$ cat src/rtl/serial_operand_feeder_if.sv
// Operand handshake and serial adder-side signals for serial_operand_feeder.
// master: upstream producer (drives operands, observes the serial stream).
// slave:  the feeder itself.
interface serial_operand_feeder_if #(
    parameter int WIDTH = 8
);
    logic             in_valid;
    logic             in_ready;
    logic [WIDTH-1:0] op_a;
    logic [WIDTH-1:0] op_b;
    logic             a;
    logic             b;
    logic             adder_rst;
    logic             busy;
    logic             done;

    modport master (
        output in_valid, op_a, op_b,
        input  in_ready, a, b, adder_rst, busy, done
    );

    modport slave (
        input  in_valid, op_a, op_b,
        output in_ready, a, b, adder_rst, busy, done
    );
endinterface

$ cat src/rtl/serial_operand_feeder.sv
// serial_operand_feeder: captures a WIDTH-bit operand pair on a valid/ready
// handshake and streams it LSB-first onto the serial adder's a/b inputs,
// optionally followed by one zero bit so the adder can emit its carry-out.
// adder_rst is held high whenever no frame is streaming.
// Every output is a register or a pure decode of the state register, so
// nothing on the input side can reach the outputs combinationally.
module serial_operand_feeder #(
    parameter int WIDTH  = 8,
    parameter bit EXTEND = 1'b1
) (
    input  logic                  clk,
    input  logic                  rst,
    serial_operand_feeder_if.slave bus
);
    localparam int CW = $clog2(WIDTH + 1);
    localparam logic [CW-1:0] LAST = CW'(WIDTH - 1);

    typedef enum logic [1:0] {
        IDLE  = 2'd0,
        SHIFT = 2'd1,
        FLUSH = 2'd2
    } state_t;

    state_t           state, state_d;
    logic [WIDTH-1:0] sa, sa_d;
    logic [WIDTH-1:0] sb, sb_d;
    logic [CW-1:0]    cnt, cnt_d;
    logic             done_q, done_d;

    // State, shift registers, bit counter and done pulse; reset drops any
    // partial frame without producing a done pulse.
    always_ff @(posedge clk or negedge rst) begin
        if (!rst) begin
            state  <= IDLE;
            sa     <= '0;
            sb     <= '0;
            cnt    <= '0;
            done_q <= 1'b0;
        end else begin
            state  <= state_d;
            sa     <= sa_d;
            sb     <= sb_d;
            cnt    <= cnt_d;
            done_q <= done_d;
        end
    end

    // Next-state logic: load on handshake, shift one bit per cycle, then
    // optionally one zero cycle; done is raised for the first IDLE cycle.
    always_comb begin
        state_d = state;
        sa_d    = sa;
        sb_d    = sb;
        cnt_d   = cnt;
        done_d  = 1'b0;
        case (state)
            IDLE: begin
                if (bus.in_valid) begin
                    sa_d    = bus.op_a;
                    sb_d    = bus.op_b;
                    cnt_d   = '0;
                    state_d = SHIFT;
                end
            end
            SHIFT: begin
                // Zero fill keeps a/b quiet in FLUSH and after the frame.
                sa_d  = sa >> 1;
                sb_d  = sb >> 1;
                cnt_d = cnt + CW'(1);
                if (cnt == LAST) begin
                    if (EXTEND) begin
                        state_d = FLUSH;
                    end else begin
                        state_d = IDLE;
                        done_d  = 1'b1;
                    end
                end
            end
            FLUSH: begin
                state_d = IDLE;
                done_d  = 1'b1;
            end
            default: begin
                state_d = IDLE;
            end
        endcase
    end

    // Outputs decoded from state and registered data only.
    assign bus.in_ready  = (state == IDLE);
    assign bus.adder_rst = (state == IDLE);
    assign bus.busy      = (state != IDLE);
    assign bus.a         = (state == SHIFT) & sa[0];
    assign bus.b         = (state == SHIFT) & sb[0];
    assign bus.done      = done_q;
endmodule

$ cat src/flat_wrapper.sv
// flat-port wrapper written by rule: the top's interface ports become plain ports
module serial_operand_feeder_flat 
#(
    parameter int WIDTH  = 8,
    parameter bit EXTEND = 1'b1
)
  (clk, rst, bus_in_valid, bus_op_a, bus_op_b, bus_in_ready, bus_a, bus_b, bus_adder_rst, bus_busy, bus_done);
  serial_operand_feeder_if #(.WIDTH(WIDTH)) bus_i ();
  input  logic clk;
  input  logic rst;
  input wire logic [$bits(bus_i.in_valid)-1:0] bus_in_valid;
  input wire logic [$bits(bus_i.op_a)-1:0] bus_op_a;
  input wire logic [$bits(bus_i.op_b)-1:0] bus_op_b;
  output wire logic [$bits(bus_i.in_ready)-1:0] bus_in_ready;
  output wire logic [$bits(bus_i.a)-1:0] bus_a;
  output wire logic [$bits(bus_i.b)-1:0] bus_b;
  output wire logic [$bits(bus_i.adder_rst)-1:0] bus_adder_rst;
  output wire logic [$bits(bus_i.busy)-1:0] bus_busy;
  output wire logic [$bits(bus_i.done)-1:0] bus_done;
  assign bus_i.in_valid = bus_in_valid;
  assign bus_i.op_a = bus_op_a;
  assign bus_i.op_b = bus_op_b;
  assign bus_in_ready = bus_i.in_ready;
  assign bus_a = bus_i.a;
  assign bus_b = bus_i.b;
  assign bus_adder_rst = bus_i.adder_rst;
  assign bus_busy = bus_i.busy;
  assign bus_done = bus_i.done;
  serial_operand_feeder #(.WIDTH(WIDTH), .EXTEND(EXTEND)) u_core (.clk(clk), .rst(rst), .bus(bus_i));
endmodule
$ cat config.mk
export PLATFORM = sky130hd
export DESIGN_NAME = serial_operand_feeder_flat
export DESIGN_NICKNAME = d
export VERILOG_FILES = /design/src/rtl/serial_operand_feeder_if.sv /design/src/rtl/serial_operand_feeder.sv /design/src/flat_wrapper.sv
export SDC_FILE = /design/constraint.sdc
export NUM_CORES = 1
export LEC_CHECK = 0
export BUFFER_PORTS_ARGS = -buffer_cell sky130_fd_sc_hd__buf_2
export CAP_MARGIN = 30
export CORE_MARGIN = 2
export CORE_UTILIZATION = 45
export DETAILED_ROUTE_END_ITERATION = 8
export MAX_ROUTING_LAYER = met4
export PLACE_DENSITY = 0.8
export SLEW_MARGIN = 10
export SYNTH_ARGS = -nofsm -noshare
export SYNTH_HDL_FRONTEND = slang
export SYNTH_SLANG_ARGS = --single-unit
$ cat constraint.sdc
create_clock -name clk -period 1.1 [get_ports clk]
set_input_delay 0.22 -clock clk [delete_from_list [all_inputs] [get_ports clk]]
set_output_delay 0.22 -clock clk [all_outputs]
set_load 0.005 [all_outputs]
# After elaboration in Yosys (flattened, before gate mapping)
# Cells that the tools add are included.
# op_classes
n_eq_ne	5
n_reduce_logical	5
n_addsub	1
muxes	10
bitwise_logic	2
# ops
operator	n
one-hot mux 8 bit (2 select lines)	2
2-to-1 mux 8 bit	2
one-hot mux 4 bit (2 select lines)	1
adder 4 x 1 -> 4 bit, second input constant	1
== test 4 x 3 -> 1 bit, second input constant	1
2-to-1 mux 2 bit	2
2-to-1 mux 4 bit	1
one-hot mux 2 bit (2 select lines)	1
AND reduction 2 bit	2
nonzero test 2 bit	2
bitwise AND 1 bit	2
== test 2 x 1 -> 1 bit, second input constant	1
== test 2 bit, second input constant	1
logical NOT 2 bit	1
inequality test 2 x 1 -> 1 bit, second input constant	1
inequality test 2 bit, second input constant	1
2-to-1 mux 1 bit	1
# word_totals
word_cells	28
input_bits	19
output_inout_bits	6
register_bits	23

# Longest topological paths before layout
# Gate-level depths: netlist of the first run.
# logic_depth
word_depth	3
depth_mapped	5
ltp_nobuf	4

# Worst setup path before layout of the first run
# Ideal clock, no wire load.
# synth_path
path_type	reg2reg
from	register u_core.state[1]
to	register u_core.sa[7]
t_arrival_ns	1.026
n_path_buf	2
path_stages_with_launch	5
period_less_slack_ns	1.147
path_slack_ns	-0.047
setup_ns	0.122
required_time_ns	0.978
path_cell_list	dfrtp_1 -> buf_4 -> o21bai_2 -> buf_6 -> a32o_1
# synth_via
elab_chain_cells	3
elab_cells_between_ends	6
cone_classes	2 x eq/ne; 1 x mux; 3 x reduce/logical
# synth_lines
element	line	rtl
start, declared	serial_operand_feeder.sv:24	state_t state, state_d;
start signal, assigned	serial_operand_feeder.sv:40	state <= state_d;
== test 2 x 1 -> 1 bit or logical NOT 2 bit (tied branches)	serial_operand_feeder.sv:56	case (state)
nonzero test 2 bit (no source line) or inequality test 2 bit (tied branches)	--	
AND reduction 2 bit (no source line)	--	
end signal, assigned	serial_operand_feeder.sv:35	sa <= '0;
end signal, assigned	serial_operand_feeder.sv:41	sa <= sa_d;
end, declared	serial_operand_feeder.sv:25	logic [WIDTH-1:0] sa, sa_d;
# Parallel ways exist; a longest one is shown, timed or not.
# A chain may end at the register's enable or synchronous reset.

# Worst setup path in the final report of the first run
# layout_path
from	register u_core.state[0]
to	output port bus_a
# layout_via
elab_chain_cells	2
# layout_lines
element	line	rtl
== test 2 x 1 -> 1 bit	serial_operand_feeder.sv:93	assign bus.a = (state == SHIFT) & sa[0];
bitwise AND 1 bit	serial_operand_feeder.sv:93	
end, declared	flat_wrapper.sv:15	output wire logic [$bits(bus_i.a)-1:0] bus_a;
# No other way between the ends.

==> results of run 1 <==
==> cell type report <==
| type | count | area (um^2) |
|---|---|---|
| multi-input combinational | 70 | 539 |
| sequential | 23 | 578 |
| inverter | 1 | 3.75 |
| clock buffer | 4 | 26.3 |
| fill | 167 | 623 |
| tap | 28 | 35.0 |
| timing repair buffer | 52 | 407 |
==> cells by family (layout without fill, tap and decap cells) <==
| family | Yosys count | in the layout | share of synthesized area, % |
|---|---|---|---|
| AOI/OAI and AO/OA | 36 | 36 | 22.7 |
| DFF | 23 | 23 | 55.0 |
| and+or+nand+nor | 31 | 32 | 14.5 |
| muxes | 1 | 1 | 1.08 |
| buffers and inverters | 9 | 57 | 5.61 |
| adders and majority gates | 1 | 1 | 1.19 |
==> worst paths after layout <==
kind / from / to / cells after the start
worst max register to register: u_core.state[1] / u_core.cnt[2] / 6
worst min-delay path: bus_op_b[7] / u_core.sb[7] / 2
max in group asynchronous: rst / u_core.state[1] / 2
worst max-delay path: u_core.state[0] / bus_a / 3
worst min register to register: u_core.sb[0] / u_core.sb[0] / 2
min in group asynchronous: rst / u_core.sb[7] / 2
==> critical path: stages, from the launching register on <==
cell	delay [ns]
sky130_fd_sc_hd__dfrtp_2	0.45
sky130_fd_sc_hd__and2b_2	0.23
sky130_fd_sc_hd__and2_1	0.15
sky130_fd_sc_hd__buf_2	0.12
==> sequential cells by signal (all words and copies together) (netlist names) <==
| name | cells |
|---|---|
| u_core.sa | 8 |
| u_core.sb | 8 |
| u_core.state | 2 |
| u_core.cnt | 4 |
| u_core.bus.done | 1 |
==> cells in the final DEF (no fill, tap or decap), types with 2 or more instances in the layout <==
cell | netlist | routed
sky130_fd_sc_hd__o21ai_2 | 0 | 3
sky130_fd_sc_hd__a22oi_1 | 12 | 2
sky130_fd_sc_hd__dfrtp_1 | 23 | 21
sky130_fd_sc_hd__dfrtp_2 | 0 | 2
sky130_fd_sc_hd__clkbuf_4 | 0 | 3
sky130_fd_sc_hd__a22o_1 | 2 | 2
sky130_fd_sc_hd__a22oi_2 | 0 | 10
sky130_fd_sc_hd__nand2_2 | 0 | 3
sky130_fd_sc_hd__buf_4 | 4 | 15
sky130_fd_sc_hd__a32o_1 | 2 | 2
sky130_fd_sc_hd__and2_1 | 2 | 2
sky130_fd_sc_hd__nand2_1 | 17 | 14
sky130_fd_sc_hd__o21ai_1 | 15 | 12
sky130_fd_sc_hd__nor2b_4 | 0 | 2
sky130_fd_sc_hd__nand3_1 | 2 | 2
sky130_fd_sc_hd__nor2_1 | 2 | 2
sky130_fd_sc_hd__buf_6 | 1 | 9
sky130_fd_sc_hd__a21oi_1 | 3 | 2
sky130_fd_sc_hd__buf_2 | 2 | 24
sky130_fd_sc_hd__and3b_1 | 2 | 2
==> per-layer routing <==
layer | wire (um) | vias up
li1 | - | 462
met1 | 1300 | 500
met2 | 1540 | 34
met3 | 121 | 10
met4 | 93 | 0
met5 | 0 | -
==> power groups by stage <==
| stage | Sequential (mW) | Combinational [mW] | Clock, mW |
|---|---|---|---|
| after floorplan | 1.35 | 1.05 | 0 |
| after global placement | 1.38 | 1.48 | 0 |
| after detailed placement | 1.41 | 1.55 | 0 |
| after CTS | 1.39 | 2.24 | 0.403 |
| after global routing | 1.46 | 2.70 | 0.451 |
| final | 1.43 | 2.50 | 0.417 |
==> what timing repair did <==
item                                   CTS  global route
pin swaps                                4             6
resized for setup                       23            18
setup buffers                           12             2
cloned                                   3             0
endpoints found under the hold margin   23             0
hold buffers                             1             0
setup endpoints to repair               25            27
==> reports/qor.yml, run 1 <==
placed_cells_incl_taps: 157
wl_um: 3050
synth-async-reset-ratio_pct: 100
grt_pass1_wl_um: 4920
routed-via-count: 1006
reg_to_reg_slack_setup_ns: -0.33
hp-class: "in -> reg"
netlist_area_before_placement_um2: 1050
post_drt_wl_per_cell_um: 17.1
drc_errors: 0
antennaDiodeCount: 0
max-cap-violations: 0
synthCells: 101
drt_first_iter_violations: 13
number_of_enable_type_register_cells_in_the_synthesized_netlist: 0
number_of_global_route_vias_before_repair: 1065
worst_hold_slack_ns: 0.146
rd_place_congestion: 0.769
final-setup-viol-count: 26
synth_seq_area_share_pct: 55.0
irDropWorstVdd_uv: 1760
synth.ff_latch_count: 23
max-slew-margin-rel_pct: 65.0
switching_share_pct: 37.6
worstPathMaxFanout: 3
power_leakage_nw: 0.740
clk_latency_ns: 0.32
finalHoldViolations: 0
critPathLaunchType: "flip-flop"
final.min_clock_period_ns: 1.48
cts_buffers: 3
power_density_nw_per_um2: 2730
synth_nets: 121
synth_most_common_cell: "sky130_fd_sc_hd__dfrtp_1"
final_max_slew_viol_count: 0
floorplan.initialDensity_pct: 47.3
ys.flop_type: "sky130_fd_sc_hd__dfrtp_1"
sequentialPowerShare_pct: 32.9
fp.coreArea_um2: 2210
total_power_mw: 4.34
p_int_mw: 2.71
area_delta_synth_final_pct: 51.7
slew_at_the_pin_closest_to_its_max_slew_limit_ns: 0.524
setup.worst_path.end_class: "output port"
clock.fmax_ghz: 0.675
switching_power_mw: 1.63
worst-setup-path-type: "reg -> out"
worstPathArrival_ns: 1.26
ys_top_cells_by_area: "sky130_fd_sc_hd__dfrtp_1 (55%), sky130_fd_sc_hd__a22oi_1 (8.6%), sky130_fd_sc_hd__o21ai_1 (7.2%)"
rows: 17
tritoncts_num_sinks: 23
grt-busiest-layer: "met2"
grt_antenna_before_repair: 0
grt.met2_usage_pct: 43.0
firstDrtPassIters: 4
synth-warning-count: 0
layout-drive-gt1-share_pct: 56.0
final_design_area_no_fill_um2: 1590
floorplan.die_area_um2: 2730
cts_max_level: 1
outcome: "finished with violations"
p_comb_share_pct: 57.5
pre_cts_ws_ns: -0.138
setup_repair_after_global_routing_missed_its_margin: "yes"
avgViaCountPerCell: 5.65
port_buffers: 24
worst-endpoint-required_ns: 0.88
failed_checks: "setup timing"
chipHeight_um: 52.2
grt_overflow_total: 0
synth.top_cell.area_share_pct: 55.0
clk_transition_reported_paths_ns: 0.14
power.share.clock_pct: 9.6
cts-root-to-sink-buffers: 2
layout.core_utilization_pct: 71.8
synth.top_cells.by_count: "sky130_fd_sc_hd__dfrtp_1 (23), sky130_fd_sc_hd__nand2_1 (17), sky130_fd_sc_hd__o21ai_1 (15), sky130_fd_sc_hd__a22oi_1 (12), sky130_fd_sc_hd__buf_4 (4)"
final-instance-count-excl-fill: 178
netlist-cell-type-count: 26
grt_usage_pct: 26.0
layout.nets: 171
count_of_antenna_violating_nets_left_after_detailed_routing: 0
grt_start_max_net_pins: 24
post_synth.cell_area_avg_um2: 10.4
floorplan.io_pins: 25
tritoncts_clock_tree: "done"
hpwl_um: 1670
setup_total_negative_slack_ns: -6.83
root_buffer: "sky130_fd_sc_hd__clkbuf_4"
fin_crit_sh_pct: 135
dieWidth_um: 52.2
yosysTopAreaCell: "sky130_fd_sc_hd__dfrtp_1"
grt_use_met3_pct: 4.00
post_dp_cell_area_um2: 1260
least_setup_slack_across_all_paths_after_layout_ns: -0.381
globalRouteMet1Util_pct: 31.5
finalClockSkew_ns: 0.00637
No activity file was read; power rests on OpenSTA's default activity.
==> run 2: changes to the inputs <==
Settings changed: HOLD_SLACK_MARGIN set to 0.02, SETUP_SLACK_MARGIN set to 0.15.
==> reports/qor.yml, run 2 (synthesis gave the netlist of run 1 again) <==
outcome: "finished with violations"
failed_checks: "setup timing"
finalClockSkew_ns: 0.00249  # -0.00389 ns
tritoncts_clock_tree: "done"
finalHoldViolations: 0  # unchanged
floorplan.die_area_um2: 2730  # unchanged
final-setup-viol-count: 26  # unchanged
worst-setup-path-type: "reg -> out"
hp-class: "in -> reg"
firstDrtPassIters: 4  # unchanged
cpMaxStageDelayCell: "sky130_fd_sc_hd__dfrtp_2"
tritoncts_num_sinks: 23  # unchanged
clock.fmax_ghz: 0.676  # +0.21%
antennaDiodeCount: 0  # unchanged
post_drt_wl_per_cell_um: 14.2  # -17%
avgViaCountPerCell: 5.37  # -4.9%
cts-root-to-sink-buffers: 2  # unchanged
worst-endpoint-required_ns: 0.88  # about the same
buffers_plus_inverters_on_the_worst_setup_path: 1  # unchanged
largest_delay_share_family_worst_path: "flip-flops"
max-cap-violations: 0  # unchanged
routed-via-count: 908  # -9.7%
rows: 17  # unchanged
slew_at_the_pin_closest_to_its_max_slew_limit_ns: 0.528  # +0.00372 ns
drc_errors: 0  # unchanged
worstPathMaxFanout: 5  # +2
hpwl_um: 1630  # -2.1%
grt_antenna_before_repair: 0  # unchanged
wl_um: 2390  # -21%
pre_cts_ws_ns: -0.0849  # +0.0530 ns
power_density_nw_per_um2: 2610  # -4.5%
clk_latency_ns: 0.30  # -0.02 ns
layout.core_utilization_pct: 63.3  # -8.5 points
critPathLaunchType: "flip-flop"
max-slew-margin-rel_pct: 64.8  # -0.25 points
number_of_global_route_vias_before_repair: 917  # -14%
reg_top3: "u_core.sa x8, u_core.sb x8, u_core.cnt x4"
power_leakage_nw: 0.668  # -9.7%
dieWidth_um: 52.2  # unchanged
final.min_clock_period_ns: 1.48  # -0.00317 ns
setup_repair_after_global_routing_missed_its_margin: "yes"
grt_overflow_total: 0  # unchanged
floorplan.io_pins: 25  # unchanged
total_power_mw: 3.65  # -16%
post_dp_cell_area_um2: 1280  # +2.3%
root_buffer: "sky130_fd_sc_hd__clkbuf_4"
grt_start_max_net_pins: 24  # unchanged
irDropWorstVdd_uv: 1510  # -14%
layout-drive-gt1-share_pct: 39.7  # -16 points
clk_transition_reported_paths_ns: 0.13  # about the same
count_of_antenna_violating_nets_left_after_detailed_routing: 0  # unchanged
grt_usage_pct: 19.7  # -6.3 points
layout.nets: 162  # -5.3%
grt_pass1_wl_um: 3900  # -21%
setup.worst_path.end_class: "output port"
area_delta_synth_final_pct: 33.7
final_max_slew_viol_count: 0  # unchanged
worstPathArrival_ns: 1.26  # about the same
chipHeight_um: 52.2  # unchanged
cts_max_level: 1  # unchanged
final_design_area_no_fill_um2: 1400  # -12%
floorplan.initialDensity_pct: 47.3  # unchanged
most_common_cell_after_layout_fill_and_taps_aside: "sky130_fd_sc_hd__buf_2"
critPathMaxStageDelay_ns: 0.47  # +0.02 ns
drt_first_iter_violations: 24  # +11
worstPathCellList: "and2b_2 > and2_1 > buf_2"
port_buffers: 24  # unchanged
mostFrequentLayoutCells: "sky130_fd_sc_hd__buf_2 (24), sky130_fd_sc_hd__dfrtp_1 (22), sky130_fd_sc_hd__nand2_1 (17)"
cts_buffers: 3  # unchanged
fp.coreArea_um2: 2210  # unchanged
least_setup_slack_across_all_paths_after_layout_ns: -0.378  # +0.00317 ns
fin_crit_sh_pct: 134  # -0.29 points
rd_place_congestion: 0.744  # -3.3%
## run 2: layer usage
metal,share of wire (%),up-vias,track usage (%)
li1,-,440,-
met1,44,441,25.2
met2,52,25,32.7
met3,3.6,2,2.00
met4,0.38,0,7.26
met5,0,-,-
## run 2: per-stage QoR
stage	hold slack (ns)	TNS (ns)	cells
floorplan	-0.0756	-0.0672	101
global placement	0.214	-0.359	159
detailed placement	0.221	-0.485	159
CTS	0.159	-2.65	167
global route	0.185	-6.09	169
finish	0.166	-4.85	169
## run 2: final cells by class
type | instances | area [um^2]
fill | 184 | 812
tap | 28 | 35.0
inverter | 1 | 3.75
multi-input combinational | 69 | 450
clock buffer | 4 | 26.3
timing repair buffer | 44 | 308
sequential | 23 | 577
## run 2: worst paths after layout
path | slack, ns | cells after the start | start | end
min in group asynchronous | 0.40 | 2 | rst | u_core.cnt[1]
worst max-delay path | -0.38 | 3 | u_core.state[0] | bus_b
worst max register to register | -0.18 | 6 | u_core.state[0] | u_core.sa[5]
worst min register to register | 0.49 | 2 | u_core.sa[0] | u_core.sa[0]
worst min-delay path | 0.17 | 2 | bus_op_b[7] | u_core.sb[7]
max in group asynchronous | 0.32 | 2 | rst | u_core.state[0]
## run 2: worst reg2reg max path, cell delays in order, from the launching register on
cell	delay, ns
sky130_fd_sc_hd__dfrtp_2	0.47
sky130_fd_sc_hd__buf_4	0.15
sky130_fd_sc_hd__buf_8	0.13
sky130_fd_sc_hd__o21bai_4	0.16
sky130_fd_sc_hd__buf_6	0.16
sky130_fd_sc_hd__nand2_1	0.06
sky130_fd_sc_hd__o21ai_1	0.08
## run 2: timing repair
item | in CTS | in global routing
gates resized for setup | 6 | 4
hold buffers | 1 | 0
setup buffers | 3 | 2
endpoints found under the hold margin | 23 | 0
setup endpoints to repair | 28 | 29
pin swaps | 3 | 1
## run 2: report_power, final
part,switching [mW],internal [mW],leakage [nW]
Clock,0.256,0.141,0.0150
Sequential,0.223,1.17,0.300
Combinational,0.847,1.02,0.354
Total,1.33,2.32,0.668
==> run 3: changes to the inputs <==
Clock period 1.1 ns to 1.2 ns, I/O delays scaled along.
==> reports/qor.yml, run 3 (synthesis gave the netlist of run 1 again) <==
outcome: "finished with violations"
failed_checks: "setup timing"
hp-class: "in -> reg"
rd_place_congestion: 0.847  # +14%
timing.reg2reg.worst_path_depth: 6  # unchanged
cts_max_level: 1  # unchanged
area_delta_synth_final_pct: 38.4
number_of_global_route_vias_before_repair: 921  # +0.44%
worst-setup-path-type: "reg -> out"
slew_at_the_pin_closest_to_its_max_slew_limit_ns: 0.509  # -0.0188 ns
power_leakage_nw: 0.682  # +2.0%
worst-endpoint-required_ns: 0.96  # +0.08 ns
root_buffer: "sky130_fd_sc_hd__clkbuf_4"
layout-drive-gt1-share_pct: 45.4  # +5.7 points
clk_transition_reported_paths_ns: 0.12  # about the same
drt_first_iter_violations: 19  # -21%
cts-root-to-sink-buffers: 2  # unchanged
setup.worst_path.end_class: "output port"
port_buffers: 24  # unchanged
post_drt_wl_per_cell_um: 15.1  # +6.3%
tritoncts_clock_tree: "done"
grt.met2_usage_pct: 35.0  # +2.3 points
max-slew-margin-rel_pct: 66.0  # +1.3 points
critPathLaunchType: "flip-flop"
switching_share_pct: 36.3  # about the same
count_of_antenna_violating_nets_left_after_detailed_routing: 0  # unchanged
fin_crit_sh_pct: 121
grt_overflow_total: 0  # unchanged
grt_pass1_wl_um: 4070  # +4.4%
final-setup-viol-count: 26  # unchanged
grt_antenna_before_repair: 0  # unchanged
worstPathMaxFanout: 3  # -2
final_design_area_no_fill_um2: 1450  # +3.5%
wl_um: 2550  # +6.3%
power_density_nw_per_um2: 2430  # -7.0%
rows: 17  # unchanged
worst_hold_slack_ns: 0.179  # +0.0130 ns
floorplan.io_pins: 25  # unchanged
sequentialPowerShare_pct: 36.5  # -1.6 points
grt-busiest-layer: "met2"
switching_power_mw: 1.28  # -3.8%
setup_repair_after_global_routing_missed_its_margin: "yes"
grt_start_max_net_pins: 24  # unchanged
final.min_clock_period_ns: 1.46
post_dp_cell_area_um2: 1220  # -5.1%
finalHoldViolations: 0  # unchanged
grt_use_met3_pct: 3.14  # +1.1 points
chipHeight_um: 52.2  # unchanged
antennaDiodeCount: 0  # unchanged
p_comb_share_pct: 53.4  # +2.3 points
min_delay_path_depth: 2  # unchanged
irDropWorstVdd_uv: 1540  # +2.3%
final_max_slew_viol_count: 0  # unchanged
floorplan.die_area_um2: 2730  # unchanged
clock.fmax_ghz: 0.687
max-cap-violations: 0  # unchanged
layout.nets: 162  # unchanged
globalRouteMet1Util_pct: 26.1  # +0.90 points
dieWidth_um: 52.2  # unchanged
cts_buffers: 3  # unchanged
tritoncts_num_sinks: 23  # unchanged
p_int_mw: 2.24  # -3.8%
firstDrtPassIters: 4  # unchanged
clk_latency_ns: 0.31  # about the same
finalClockSkew_ns: 0.00591  # +0.00343 ns
mostFrequentLayoutCells: "sky130_fd_sc_hd__buf_2 (22), sky130_fd_sc_hd__dfrtp_1 (22), sky130_fd_sc_hd__nand2_1 (15), sky130_fd_sc_hd__o21ai_1 (15), sky130_fd_sc_hd__buf_4 (11)"
power.share.clock_pct: 10.1  # -0.8 points
hpwl_um: 1610  # -1.3%
fp.coreArea_um2: 2210  # unchanged
worstPathArrival_ns: 1.22  # -0.04 ns
total_power_mw: 3.51  # -3.8%
routed-via-count: 940  # +3.5%
least_setup_slack_across_all_paths_after_layout_ns: -0.256  # +0.122 ns
grt_usage_pct: 20.6  # +0.93 points
avgViaCountPerCell: 5.56  # +3.5%
reg_top3: "u_core.sa x8, u_core.sb x8, u_core.cnt x4"
drc_errors: 0  # unchanged
floorplan.initialDensity_pct: 47.3  # unchanged
-- run 3: changes by cell type in the layout (fill, tap and decap cells not counted) --
cell,before,now
sky130_fd_sc_hd__a21oi_2,0,1
sky130_fd_sc_hd__nand2_1,17,15
sky130_fd_sc_hd__a22oi_1,12,9
sky130_fd_sc_hd__and2_4,0,2
sky130_fd_sc_hd__buf_4,13,11
sky130_fd_sc_hd__and2_1,2,0
sky130_fd_sc_hd__nand2_2,0,2
sky130_fd_sc_hd__a22oi_2,0,3
sky130_fd_sc_hd__buf_2,24,22
sky130_fd_sc_hd__buf_6,4,8
sky130_fd_sc_hd__a21oi_1,3,2
-- run 3: cell type report --
| class | count | area (um^2) |
|---|---|---|
| repair buffers | 44 | 328 |
| multi-input cells | 69 | 479 |
| clock buffers | 4 | 26.3 |
| fillers | 177 | 763 |
| flip-flops and latches | 23 | 577 |
| inverters | 1 | 3.75 |
| well taps | 28 | 35.0 |
-- run 3: worst paths after layout --
check | from | endpoint | slack, ns
worst max-delay path | u_core.state[1] | bus_b | -0.26
worst min-delay path | bus_op_a[7] | u_core.sa[7] | 0.18
worst max register to register | u_core.state[1] | u_core.cnt[2] | -0.24
worst min register to register | u_core.sa[0] | u_core.sa[0] | 0.50
max in group asynchronous | rst | u_core.state[0] | 0.41
min in group asynchronous | rst | u_core.sb[7] | 0.42
-- run 3: critical path, cell delays in order (launching register included) --
cell	delay [ns]
sky130_fd_sc_hd__dfrtp_1	0.41
sky130_fd_sc_hd__and2b_2	0.26
sky130_fd_sc_hd__and2_4	0.14
sky130_fd_sc_hd__buf_6	0.10
-- run 3: routing by layer --
layer	up-vias	part of all wire, %
met5	-	0
met4	0	1.9
li1	441	-
met2	48	53
met1	445	39
met3	6	6.0
-- run 3: through the flow --
stage | std cells | TNS (ns) | utilization, % | setup slack [ns]
floorplan | 101 | 0 | - | 0.0618
global placement | 152 | 0 | 55.1 | 0.0381
detailed placement | 152 | -0.427 | 55.1 | -0.0762
CTS | 167 | -3.53 | 63.0 | -0.250
global route | 169 | -5.62 | 65.5 | -0.322
finish | 169 | -4.34 | 65.5 | -0.256
-- run 3: power by group through the flow --
stage | clock (mW) | combinational, mW | sequential [mW]
4_1_cts | 0.360 | 1.68 | 1.27
2_1_floorplan | 0 | 1.01 | 1.25
3_3_place_gp | 0 | 1.24 | 1.28
6_report | 0.354 | 1.88 | 1.28
3_5_place_dp | 0 | 1.30 | 1.30
5_1_grt | 0.404 | 2.06 | 1.32
-- run 3: repair_timing --
action                     4_1_cts  5_1_grt
setup endpoints to repair       26       29
setup buffers                    9        2
pin swaps                        2        1
gates resized for setup         13       10
hold endpoints to repair        23        0
hold buffers                     1        0
cloned                           1        0
